**src/rtl/fetch_queue.sv**
```systemverilog
// Instruction queue between fetch and dispatch holding {pc, instr, predicted_outcome} entries.
// Latency: one cycle enqueue-to-head; zero cycles on an empty queue when FETCH_QUEUE_BYPASS_EN is defined.
// Backpressure: enq_ready drops when all DEPTH entries are occupied; flush empties the queue.
module fetch_queue #(
    parameter int DEPTH  = 4,
    parameter int WORD_W = 32
) (
    input  logic                     CLK,
    input  logic                     nRST,
    input  logic                     flush,
    input  logic                     enq_valid,
    input  logic [WORD_W-1:0]        enq_pc,
    input  logic [WORD_W-1:0]        enq_instr,
    input  logic                     enq_pred_taken,
    output logic                     enq_ready,
    output logic                     deq_valid,
    output logic [WORD_W-1:0]        deq_pc,
    output logic [WORD_W-1:0]        deq_instr,
    output logic                     deq_pred_taken,
    input  logic                     deq_ready,
    output logic [$clog2(DEPTH):0]   count
);
    localparam int PW = $clog2(DEPTH);
    localparam int CW = PW + 1;
    localparam logic [CW-1:0] FULL = CW'(DEPTH);

    logic [WORD_W-1:0] pc_mem    [DEPTH];
    logic [WORD_W-1:0] instr_mem [DEPTH];
    logic [DEPTH-1:0]  pred_mem;
    logic [PW-1:0]     head;
    logic [PW-1:0]     tail;
    logic [CW-1:0]     cnt;

    logic empty;
    logic byp;
    logic byp_take;
    logic wr;
    logic rd;

    assign empty = (cnt == '0);

`ifdef FETCH_QUEUE_BYPASS_EN
    // An empty queue forwards the fetch bundle straight to dispatch.
    assign byp = empty & enq_valid & ~flush;
`else
    assign byp = 1'b0;
`endif

    assign byp_take = byp & deq_ready;

    assign enq_ready      = (cnt != FULL);
    assign deq_valid      = ~empty | byp;
    assign deq_pc         = byp ? enq_pc         : pc_mem[head];
    assign deq_instr      = byp ? enq_instr      : instr_mem[head];
    assign deq_pred_taken = byp ? enq_pred_taken : pred_mem[head];
    assign count          = cnt;

    // A bypassed entry consumed the same cycle never touches storage.
    assign wr = enq_valid & enq_ready & ~byp_take;
    assign rd = ~empty & deq_ready;

    always_ff @(posedge CLK or negedge nRST) begin
        if (!nRST) begin
            head     <= '0;
            tail     <= '0;
            cnt      <= '0;
            pred_mem <= '0;
            for (int i = 0; i < DEPTH; i++) begin
                pc_mem[i]    <= '0;
                instr_mem[i] <= '0;
            end
        end else if (flush) begin
            head <= '0;
            tail <= '0;
            cnt  <= '0;
        end else begin
            if (wr) begin
                pc_mem[tail]    <= enq_pc;
                instr_mem[tail] <= enq_instr;
                pred_mem[tail]  <= enq_pred_taken;
                tail            <= tail + 1'b1;
            end
            if (rd) begin
                head <= head + 1'b1;
            end
            case ({wr, rd})
                2'b10:   cnt <= cnt + 1'b1;
                2'b01:   cnt <= cnt - 1'b1;
                default: cnt <= cnt;
            endcase
        end
    end
endmodule

```
**config.mk**
```make
export PLATFORM = sky130hd
export DESIGN_NAME = fetch_queue
export DESIGN_NICKNAME = d
export VERILOG_FILES = /design/src/rtl/fetch_queue.sv
export SDC_FILE = /design/constraint.sdc
export NUM_CORES = 1
export LEC_CHECK = 0
export CORE_ASPECT_RATIO = 2
export CORE_MARGIN = 2
export CORE_UTILIZATION = 40
export CTS_BUF_LIST = sky130_fd_sc_hd__clkbuf_8
export CTS_CLUSTER_SIZE = 40
export DETAILED_ROUTE_END_ITERATION = 10
export GPL_TIMING_DRIVEN = 0
export PLACE_DENSITY = 0.71
export SYNTH_ARGS = -nofsm -noshare
export SYNTH_HDL_FRONTEND = slang
export SYNTH_SLANG_ARGS = --single-unit
```
**constraint.sdc**
```tcl
create_clock -name CLK -period 3.1 [get_ports CLK]
set_clock_uncertainty 0.1 [all_clocks]
set_input_delay 0.93 -clock CLK [delete_from_list [all_inputs] [get_ports CLK]]
set_output_delay 0.93 -clock CLK [all_outputs]
set_load 0.005 [all_outputs]
```
## Word level (Yosys, flattened, before mapping)

Cells that the tools add are included.

| word-level totals | value |
|---|---|
| bits in registers | 267 |
| output and inout bits | 70 |
| logic and storage cells | 59 |

| operators by class | value |
|---|---|
| add/subtract/negate cells | 4 |
| magnitude comparators | 6 |
| equal/unequal tests | 3 |
| muxes and demuxes | 21 |
| bitwise operators | 6 |
| reduce and logical (&&, ||, !) cells | 7 |

Operators with widths:

| cell | number |
|---|---|
| $bwmux W128 | 2 |
| $mux W32 | 5 |
| $bmux W32 S2 | 2 |
| $demux W32 S2 | 1 |
| $mux W2 | 4 |
| $ge A3 B3 Y1 const B | 2 |
| $lt A2 B3 Y1 const B | 2 |
| $not A2 Y3 | 2 |
| $pmux W3 S2 | 1 |
| $add A2 B1 Y2 const B | 2 |
| $bwmux W4 | 1 |
| $reduce_bool A2 Y1 | 2 |
| $add A3 B1 Y3 const B | 1 |
| $logic_not A3 Y1 | 1 |
| $lt A3 B1 Y1 const B | 1 |
| $mux W3 | 1 |
| $ne A3 B3 Y1 const B | 1 |
| $reduce_bool A3 Y1 | 1 |
| $sub A3 B1 Y3 const B | 1 |
| $and A1 B1 Y1 | 2 |
| $bmux W1 S2 | 1 |
| $demux W1 S2 | 1 |
| $eq A2 B1 Y1 const B | 1 |
| $eq A2 B2 Y1 const B | 1 |
| other kinds (5) | 8 |

## Logic depth before layout (Yosys ltp)

Gate-level depths: netlist of run 1.

| depth | value |
|---|---|
| word-level depth | 6 |
| mapped depth | 7 |
| gate-level depth less buffers | 6 |

## Least setup slack after synthesis of run 1

Ideal clock, no wire load.

| path | value |
|---|---|
| kind | input to register |
| from | input port enq_valid |
| to | register cnt[2], in the netlist count[2] |
| arrival time | 2.481 ns |
| data required time | 2.918 ns |
| path slack | 0.437 ns |
| stages | 7 |
| cells stage by stage | clkbuf_1 -> o21a_1 -> nor2_1 -> fa_1 -> nand2b_1 -> or4_1 -> a31oi_1 |

| between the ends | value |
|---|---|
| longest elaborated chain between the ends | 4 |
| elaborated cells between the ends (all ways) | 6 |
| classes of those cells | 2 x eq/ne; 2 x mux; 1 x bitwise; 1 x reduce/logical |

Ends and longest elaborated chain:

| item | RTL line | source |
|---|---|---|
| start: declaration | 11 | `input logic enq_valid,` |
| $and A1 B1 Y1 (*) | 59 | `assign wr = enq_valid & enq_ready & ~byp_take;` |
| $eq A2 B1 Y1 / $eq A2 B2 Y1 (equally long branches) | 86 | `case ({wr, rd})` |
| $pmux W3 S2 | 86 |  |
| $mux W3 | 72 | `end else if (flush) begin` |
| end signal: assignment | 87 | `2'b10: cnt <= cnt + 1'b1;` |
| end signal: assignment | 88 | `2'b01: cnt <= cnt - 1'b1;` |
| end signal: assignment | 89 | `default: cnt <= cnt;` |
| end: declaration | 32 | `logic [CW-1:0] cnt;` |

Every way passes the cells marked *; elsewhere a longest branch is shown, timed or not.
A chain may end at the register's enable or synchronous reset.

## Final worst setup path of run 1

| path | value |
|---|---|
| from | register head[0] |
| to | output port deq_instr[9] |

| between the ends | value |
|---|---|
| longest elaborated chain between the ends | 4 |

Ends and longest elaborated chain:

| item | RTL line | source |
|---|---|---|
| start: declaration | 30 | `logic [PW-1:0] head;` |
| start signal: assignment | 84 | `head <= head + 1'b1;` |
| $not A2 Y3 (not written as such) | 54 | `assign deq_instr = byp ? enq_instr : instr_mem[head];` |
| $bmux W32 S2 | 54 |  |
| $mux W32 (not written as such) (2 in series) | 54 |  |
| end: declaration | 18 | `output logic [WORD_W-1:0] deq_instr,` |

No other way between the ends. The select of a mux whose other input is x is not followed.

==> results.sh, run 1 <==
export IMPL_status="finished clean"
export IMPL_arrival_ns=2.02
export IMPL_vias_per_cell=5.243
export IMPL_cts_tree="done"
export IMPL_whs_ns=0.1708
export IMPL_area_growth_pct=23.51
export IMPL_synth_area_leaders="dfrtp_1 56%, mux2_2 20%, mux4_2 12%"
export IMPL_gp_congestion=0.7392
export IMPL_slew_headroom=0.5757
export IMPL_dr_pass1_iters=4
export IMPL_drc=0
export IMPL_die_w_um=126.5
export IMPL_r2r_end="count[2]"
export IMPL_post_dp_cell_area_mm2=0.01389
export IMPL_syn_cell_area_mm2=0.01200
export IMPL_syn_area_per_cell_um2=17.31
export IMPL_fin_area_mm2=0.01482
export IMPL_drtIter0Drc=221
export IMPL_grt_overflow_total=0
export IMPL_yosysWarnings=0
export IMPL_cts_root_buf="clkbuf_8"
export IMPL_place_port_buffers=138
export IMPL_antenna_left=0
export IMPL_layoutNonFillerInstCount=1281
export IMPL_path_clk_slew_ns=0.06
export IMPL_utilization=0.5021
export IMPL_rsz0062_at_grt="true"
export IMPL_regToRegStartpoint="count[0]"
export IMPL_r2r_slack_ns=0.72
export IMPL_dp_cells=1197
export IMPL_critical_path_cell_count=5
export IMPL_clkSinkCount=267
export IMPL_nets=968
export IMPL_cp_start_kind="flip-flop"
export IMPL_htree_num_levels=2
export IMPL_required_ns=2.07
export IMPL_num_io_pins=140
export IMPL_leakagePower_nw=6.603
export IMPL_cts_buffers=40
export IMPL_die_area_mm2=0.03148
export IMPL_drive_above_1_share=0.5541
export IMPL_startpoint="head[0]"
export IMPL_clk_latency_ns=0.55
export IMPL_post_route_period_util=0.9853
export IMPL_core_area_mm2=0.02951
export IMPL_hpwl_mm=17.48
export IMPL_antenna_found_initial=3
export IMPL_crit_slowest_cell="mux4_2"
export IMPL_min_period_ns=3.054
export IMPL_grt_pass1_vias=7690
export IMPL_hold_violations=0
export IMPL_finalSetupViolations=0
export IMPL_ys_types=38
export IMPL_powerDensity_mw_per_mm2=751.6
export IMPL_holdCritPathClass="in -> async"
export IMPL_synth_top_cell_area_share=0.5569
export IMPL_path_delay_family="buffers and inverters"
export IMPL_ys_seq_area_frac=0.5569
export IMPL_vdd_drop_max_v=0.0003677
export IMPL_track_usage=0.1731
export IMPL_yosysTopAreaCell="dfrtp_1"
export IMPL_dieHeight_um=248.9
export IMPL_cp_max_fo=6
export IMPL_fmax_mhz=327.4
export IMPL_ys_ff_latch=267
export IMPL_tightest_slew_ns=0.6365
export IMPL_slowest_delay_ns=0.51
export IMPL_vias=6716
export IMPL_drt_wl_total_mm=26.16
export IMPL_routedWlPerCell_um=20.42
export IMPL_grt_max_degree=117
export IMPL_synth_fp_nets=768
export IMPL_end_kind="primary output"
export IMPL_power_mw=11.14
export IMPL_path_cells="buf_12 > buf_8 > buf_16 > mux4_2 > buf_2"
export IMPL_r2r_cells=7
export IMPL_maxSlewViolCount=0
export IMPL_grt_pass1_wl_mm=42.70
export IMPL_nFillCells=2524
export IMPL_maxCapViolCount=0
export IMPL_synth_cells=693
export IMPL_rows=89
export IMPL_critPathKind="reg -> out"
export IMPL_initial_utilization=0.4065
export IMPL_path_buf_inv=4
export IMPL_clockBufferDepth=3
export IMPL_endpoint="deq_instr[9]"
worst min path at each step:
stage	from	to	depth (start not counted)
6_report	nRST	instr_mem[47]	1
3_3_place_gp	instr_mem[42]	instr_mem[42]	1
2_1_floorplan	instr_mem[44]	instr_mem[44]	1
5_1_grt	nRST	instr_mem[49]	1
4_1_cts	nRST	instr_mem[49]	1
3_5_place_dp	instr_mem[3]	instr_mem[3]	1
repair_timing:
item / CTS / global route
pin swaps: 0 / 1
hold buffers: 0 / 0
buffers inserted: 19 / 4
gates resized for setup: 265 / 35
cloned: 3 / 0
endpoints found under the setup margin: 66 / 61
Yosys cell counts:
cell type	number
mux2_4	50
o21ai_0	4
mux4_2	65
or3_1	1
nand2_1	1
o41ai_1	1
nand3_1	7
nor3b_4	1
buf_6	1
buf_1	2
o21bai_1	1
buf_2	10
mux2_2	210
clkbuf_1	11
and3_4	1
fa_1	1
xnor2_1	1
or4_1	1
or3b_2	1
nor2b_1	2
nand2b_1	1
a31oi_1	2
buf_12	6
a211oi_1	1
xor2_1	2
inv_1	3
nor2_1	7
o21a_1	1
inv_2	1
buf_4	19
o221ai_1	1
a21oi_1	2
dfrtp_1	267
nand3b_1	1
a2111oi_0	1
o31ai_1	1
ha_1	4
o311ai_0	1
cells by family after synthesis:
group / count (synthesis) / share of synthesized area
XOR/XNOR: 3 / 0.002191
flip-flops: 267 / 0.5569
buffers and inverters: 53 / 0.03233
adder cells (fa/ha/maj): 5 / 0.005841
multiplexers: 325 / 0.3817
AND/OR/NAND/NOR: 24 / 0.01200
AO/OA/AOI/OAI: 16 / 0.008971
worst reg2reg max path, delay by kind of cell (launching register included):
family | cells | cell delay, ns
adder cells (fa/ha/maj) | 1 | 0.38
AO/OA/AOI/OAI | 2 | 0.53
flip-flops | 1 | 0.43
AND/OR/NAND/NOR | 3 | 0.68
buffers and inverters | 1 | 0.18
sequential cells by signal (all words and copies together), names as in the netlist:
name and flops:
head 2, instr_mem 128, tail 2, count 3, pred_mem 4, pc_mem 128
report_power, final:
| group | switching, mW | internal (mW) |
|---|---|---|
| clock | 1.33 | 1.48 |
| sequential | 0.532 | 4.56 |
| combinational | 1.06 | 2.18 |
through the flow:
step	setup TNS [ns]	worst slack, ns
2_1_floorplan	0	0.4374
3_3_place_gp	-2825.96	-10.54
3_5_place_dp	-19.50	-0.5011
4_1_cts	-1.318	-0.1012
5_1_grt	-0.6630	-0.05036
6_report	0	0.04570
routing by layer:
| metal | up-vias | part of all wire | track usage |
|---|---|---|---|
| met4 | 2 | 0.021 | 0.05808 |
| met1 | 3572 | 0.38 | 0.1989 |
| met3 | 39 | 0.036 | 0.03329 |
| li1 | 2981 | - | - |
| met2 | 122 | 0.56 | 0.3176 |
| met5 | - | 0.00050 | 0 |
area by class of cell:
class / instances / area [µm²] / share of cell area
buffer: 44 / 436.7 / 0.02947
timing repair buffer: 163 / 1534 / 0.1035
clock inverter: 16 / 98.84 / 0.006671
tap: 364 / 455.4 / 0.03074
antenna: 2 / 5.005 / 0.0003378
clock buffer: 48 / 660.6 / 0.04459
inverter: 4 / 15.01 / 0.001013
sequential: 267 / 6684 / 0.4511
multi-input combinational: 373 / 4927 / 0.3325
cells in the final DEF, fill, tap and decap left out, types with 2 or more instances in the layout:
master,count
mux2_4,50
clkinvlp_4,2
buf_2,44
nor2_1,7
a31oi_1,2
buf_4,24
inv_1,12
clkdlybuf4s50_1,72
dfrtp_1,265
clkbuf_2,13
xor2_1,2
buf_16,4
buf_6,14
a21oi_1,2
buf_8,4
nor2b_1,2
clkdlybuf4s15_1,10
nand3_1,7
mux2_2,210
buf_12,15
ha_1,4
diode_2,2
o21ai_0,4
clkbuf_8,51
dfrtp_2,2
mux4_2,65
clkinv_2,4
clkbuf_1,4
Note: power is estimated with default switching activity, not from simulation.
==> inputs of run 2 (changes only) <==
--- a/config.mk
+++ b/config.mk
@@ -5,6 +5,7 @@
 export SDC_FILE = /design/constraint.sdc
 export NUM_CORES = 1
 export LEC_CHECK = 0
+export ABC_CLOCK_PERIOD_IN_PS = 3100
 export CORE_ASPECT_RATIO = 2
 export CORE_MARGIN = 2
 export CORE_UTILIZATION = 40
==> results of run 2 <==
No change in the layout: final DEF, timing and power equal those of run 1.
==> inputs of run 3 (changes only) <==
--- a/config.mk
+++ b/config.mk
@@ -5,7 +5,7 @@
 export SDC_FILE = /design/constraint.sdc
 export NUM_CORES = 1
 export LEC_CHECK = 0
-export ABC_CLOCK_PERIOD_IN_PS = 3100
+export ABC_CLOCK_PERIOD_IN_PS = 3850
 export CORE_ASPECT_RATIO = 2
 export CORE_MARGIN = 2
 export CORE_UTILIZATION = 40
==> constraint.sdc (replaced) <==
create_clock -name CLK -period 3.85 [get_ports CLK]
set_clock_uncertainty 0.1 [all_clocks]
set_input_delay 1.155 -clock CLK [delete_from_list [all_inputs] [get_ports CLK]]
set_output_delay 1.155 -clock CLK [all_outputs]
set_load 0.005 [all_outputs]
==> results.sh, run 3 (synthesized netlist as in run 1, its figures left out) <==
export IMPL_grt_overflow_total=0
export IMPL_fin_ws_ns=0.1134
export IMPL_routedWlPerCell_um=20.32
export IMPL_place_port_buffers=138
export IMPL_register_area_mm2=0.006681
export IMPL_maxSlewViolCount=0
export IMPL_fmax_mhz=267.6
export IMPL_required_ns=2.59
export IMPL_gp_congestion=0.7392
export IMPL_initial_utilization=0.4065
export IMPL_drive_above_1_share=0.4783
export IMPL_area_growth_pct=22.56
export IMPL_dr_pass1_iters=4
export IMPL_grt_max_degree=117
export IMPL_cp_start_kind="flip-flop"
export IMPL_vias=6615
export IMPL_nFillCells=2502
export IMPL_cts_tree="done"
export IMPL_end_kind="primary output"
export IMPL_cts_buffers=40
export IMPL_dieHeight_um=248.9
export IMPL_dp_slack_ns=0.02386
export IMPL_drc=0
export IMPL_grt_pass1_wl_mm=42.05
export IMPL_status="finished clean"
export IMPL_final_common_cell="dfrtp_1"
export IMPL_slew_headroom=0.4853
export IMPL_track_usage=0.1697
export IMPL_hpwl_mm=17.48
export IMPL_final_cell_mix="267 x dfrtp_1, 210 x mux2_2, 137 x clkdlybuf4s50_1"
export IMPL_path_clk_slew_ns=0.07
export IMPL_powerDensity_mw_per_mm2=613.8
export IMPL_holdCritPathClass="in -> async"
export IMPL_vdd_drop_max_v=0.0002979
export IMPL_antenna_left=0
export IMPL_power_mw=9.024
export IMPL_die_w_um=126.5
export IMPL_arrival_ns=2.48
export IMPL_clockBufferDepth=3
export IMPL_finalSetupViolations=0
export IMPL_die_area_mm2=0.03148
export IMPL_drtIter0Drc=232
export IMPL_rsz0062_at_grt="false"
export IMPL_cts_hold_buf=0
export IMPL_rows=89
export IMPL_clkSinkCount=267
export IMPL_grt_pass1_vias=7605
export IMPL_htree_num_levels=2
export IMPL_vias_per_cell=5.242
export IMPL_leakagePower_nw=6.412
export IMPL_utilization=0.4982
export IMPL_core_area_mm2=0.02951
export IMPL_reg_largest_list="instr_mem x128, pc_mem x128, pred_mem x4"
export IMPL_min_period_ns=3.737
export IMPL_cp_max_fo=10
export IMPL_clk_latency_ns=0.55
export IMPL_multi_input_area_mm2=0.004927
export IMPL_hold_violations=0
export IMPL_dp_cells=1197
export IMPL_cts_root_buf="clkbuf_8"
export IMPL_critPathKind="reg -> out"
export IMPL_maxCapViolCount=0
export IMPL_nets=950
export IMPL_num_io_pins=140
export IMPL_post_route_period_util=0.9706
export IMPL_drt_wl_total_mm=25.64
export IMPL_layoutNonFillerInstCount=1262
export IMPL_tightest_slew_ns=0.7720
export IMPL_antenna_found_initial=2
export IMPL_finalSetupTns_ns=0
## run 3: cell types whose count changed in the layout (fill, tap and decap cells not counted), moves of 2 or more
cell	previous run	this run
buf_4	24	19
buf_2	44	5
clkbuf_2	13	1
clkdlybuf4s15_1	10	0
buf_12	15	6
clkbuf_1	4	7
clkbuf_8	51	48
clkbuf_4	0	6
buf_6	14	5
buf_16	4	2
dfrtp_1	265	267
buf_8	4	1
dfrtp_2	2	0
clkdlybuf4s50_1	72	137
## run 3: power breakdown
group	internal, mW	leakage, nW	switching, mW
sequential	3.67	3.36	0.429
clock	1.19	0.423	1.07
combinational	1.85	2.63	0.812
total	6.71	6.41	2.31
## run 3: worst paths after layout
| kind | start | endpoint | slack, ns | cells past startpoint |
|---|---|---|---|---|
| setup reg to reg | count[0] | count[2] | 1.36 | 7 |
| hold reg to reg | instr_mem[37] | instr_mem[37] | 0.40 | 1 |
| max in group asynchronous | nRST | instr_mem[66] | 1.91 | 3 |
| setup / recovery | head[1] | deq_pc[2] | 0.11 | 4 |
| hold / removal | nRST | instr_mem[49] | 0.39 | 1 |
| min in group CLK | instr_mem[37] | instr_mem[37] | 0.40 | 1 |
## run 3: final cells by class
| class | count | area share |
|---|---|---|
| plain buffers | 48 | 0.02808 |
| flip-flops and latches | 267 | 0.4544 |
| diodes | 1 | 0.0001702 |
| well taps | 364 | 0.03098 |
| clock inverters | 16 | 0.006723 |
| multi-input cells | 373 | 0.3351 |
| repair buffers | 141 | 0.09854 |
| inverters | 4 | 0.001021 |
| clock buffers | 48 | 0.04493 |
## run 3: metrics by stage
stage,area (µm²),hold slack [ns]
finish,14700,0.3868
global route,14700,0.3826
CTS,14690,0.3785
detailed placement,13890,0.3880
global placement,13830,0.3810
floorplan,12000,0.3738
## run 3: layer usage
metal / GRT usage / part of all wire / up-vias
met5: 0 / 0.00051 / -
met4: 0.05746 / 0.024 / 2
met3: 0.03415 / 0.038 / 42
met2: 0.3083 / 0.55 / 125
met1: 0.1968 / 0.39 / 3507
li1: - / - / 2939
## run 3: worst max-delay path, cell delays in order, from the launching register on
cell             delay, ns
dfrtp_1               0.35
clkbuf_2              0.35
buf_2                 0.38
mux4_2                0.38
clkdlybuf4s50_1       0.46
## run 3: repair_timing
| action | CTS | global route |
|---|---|---|
| buffers inserted | 1 | 0 |
| endpoints found under the setup margin | 56 | 64 |
| hold endpoints to repair | 0 | 0 |
| resized for setup | 13 | 6 |
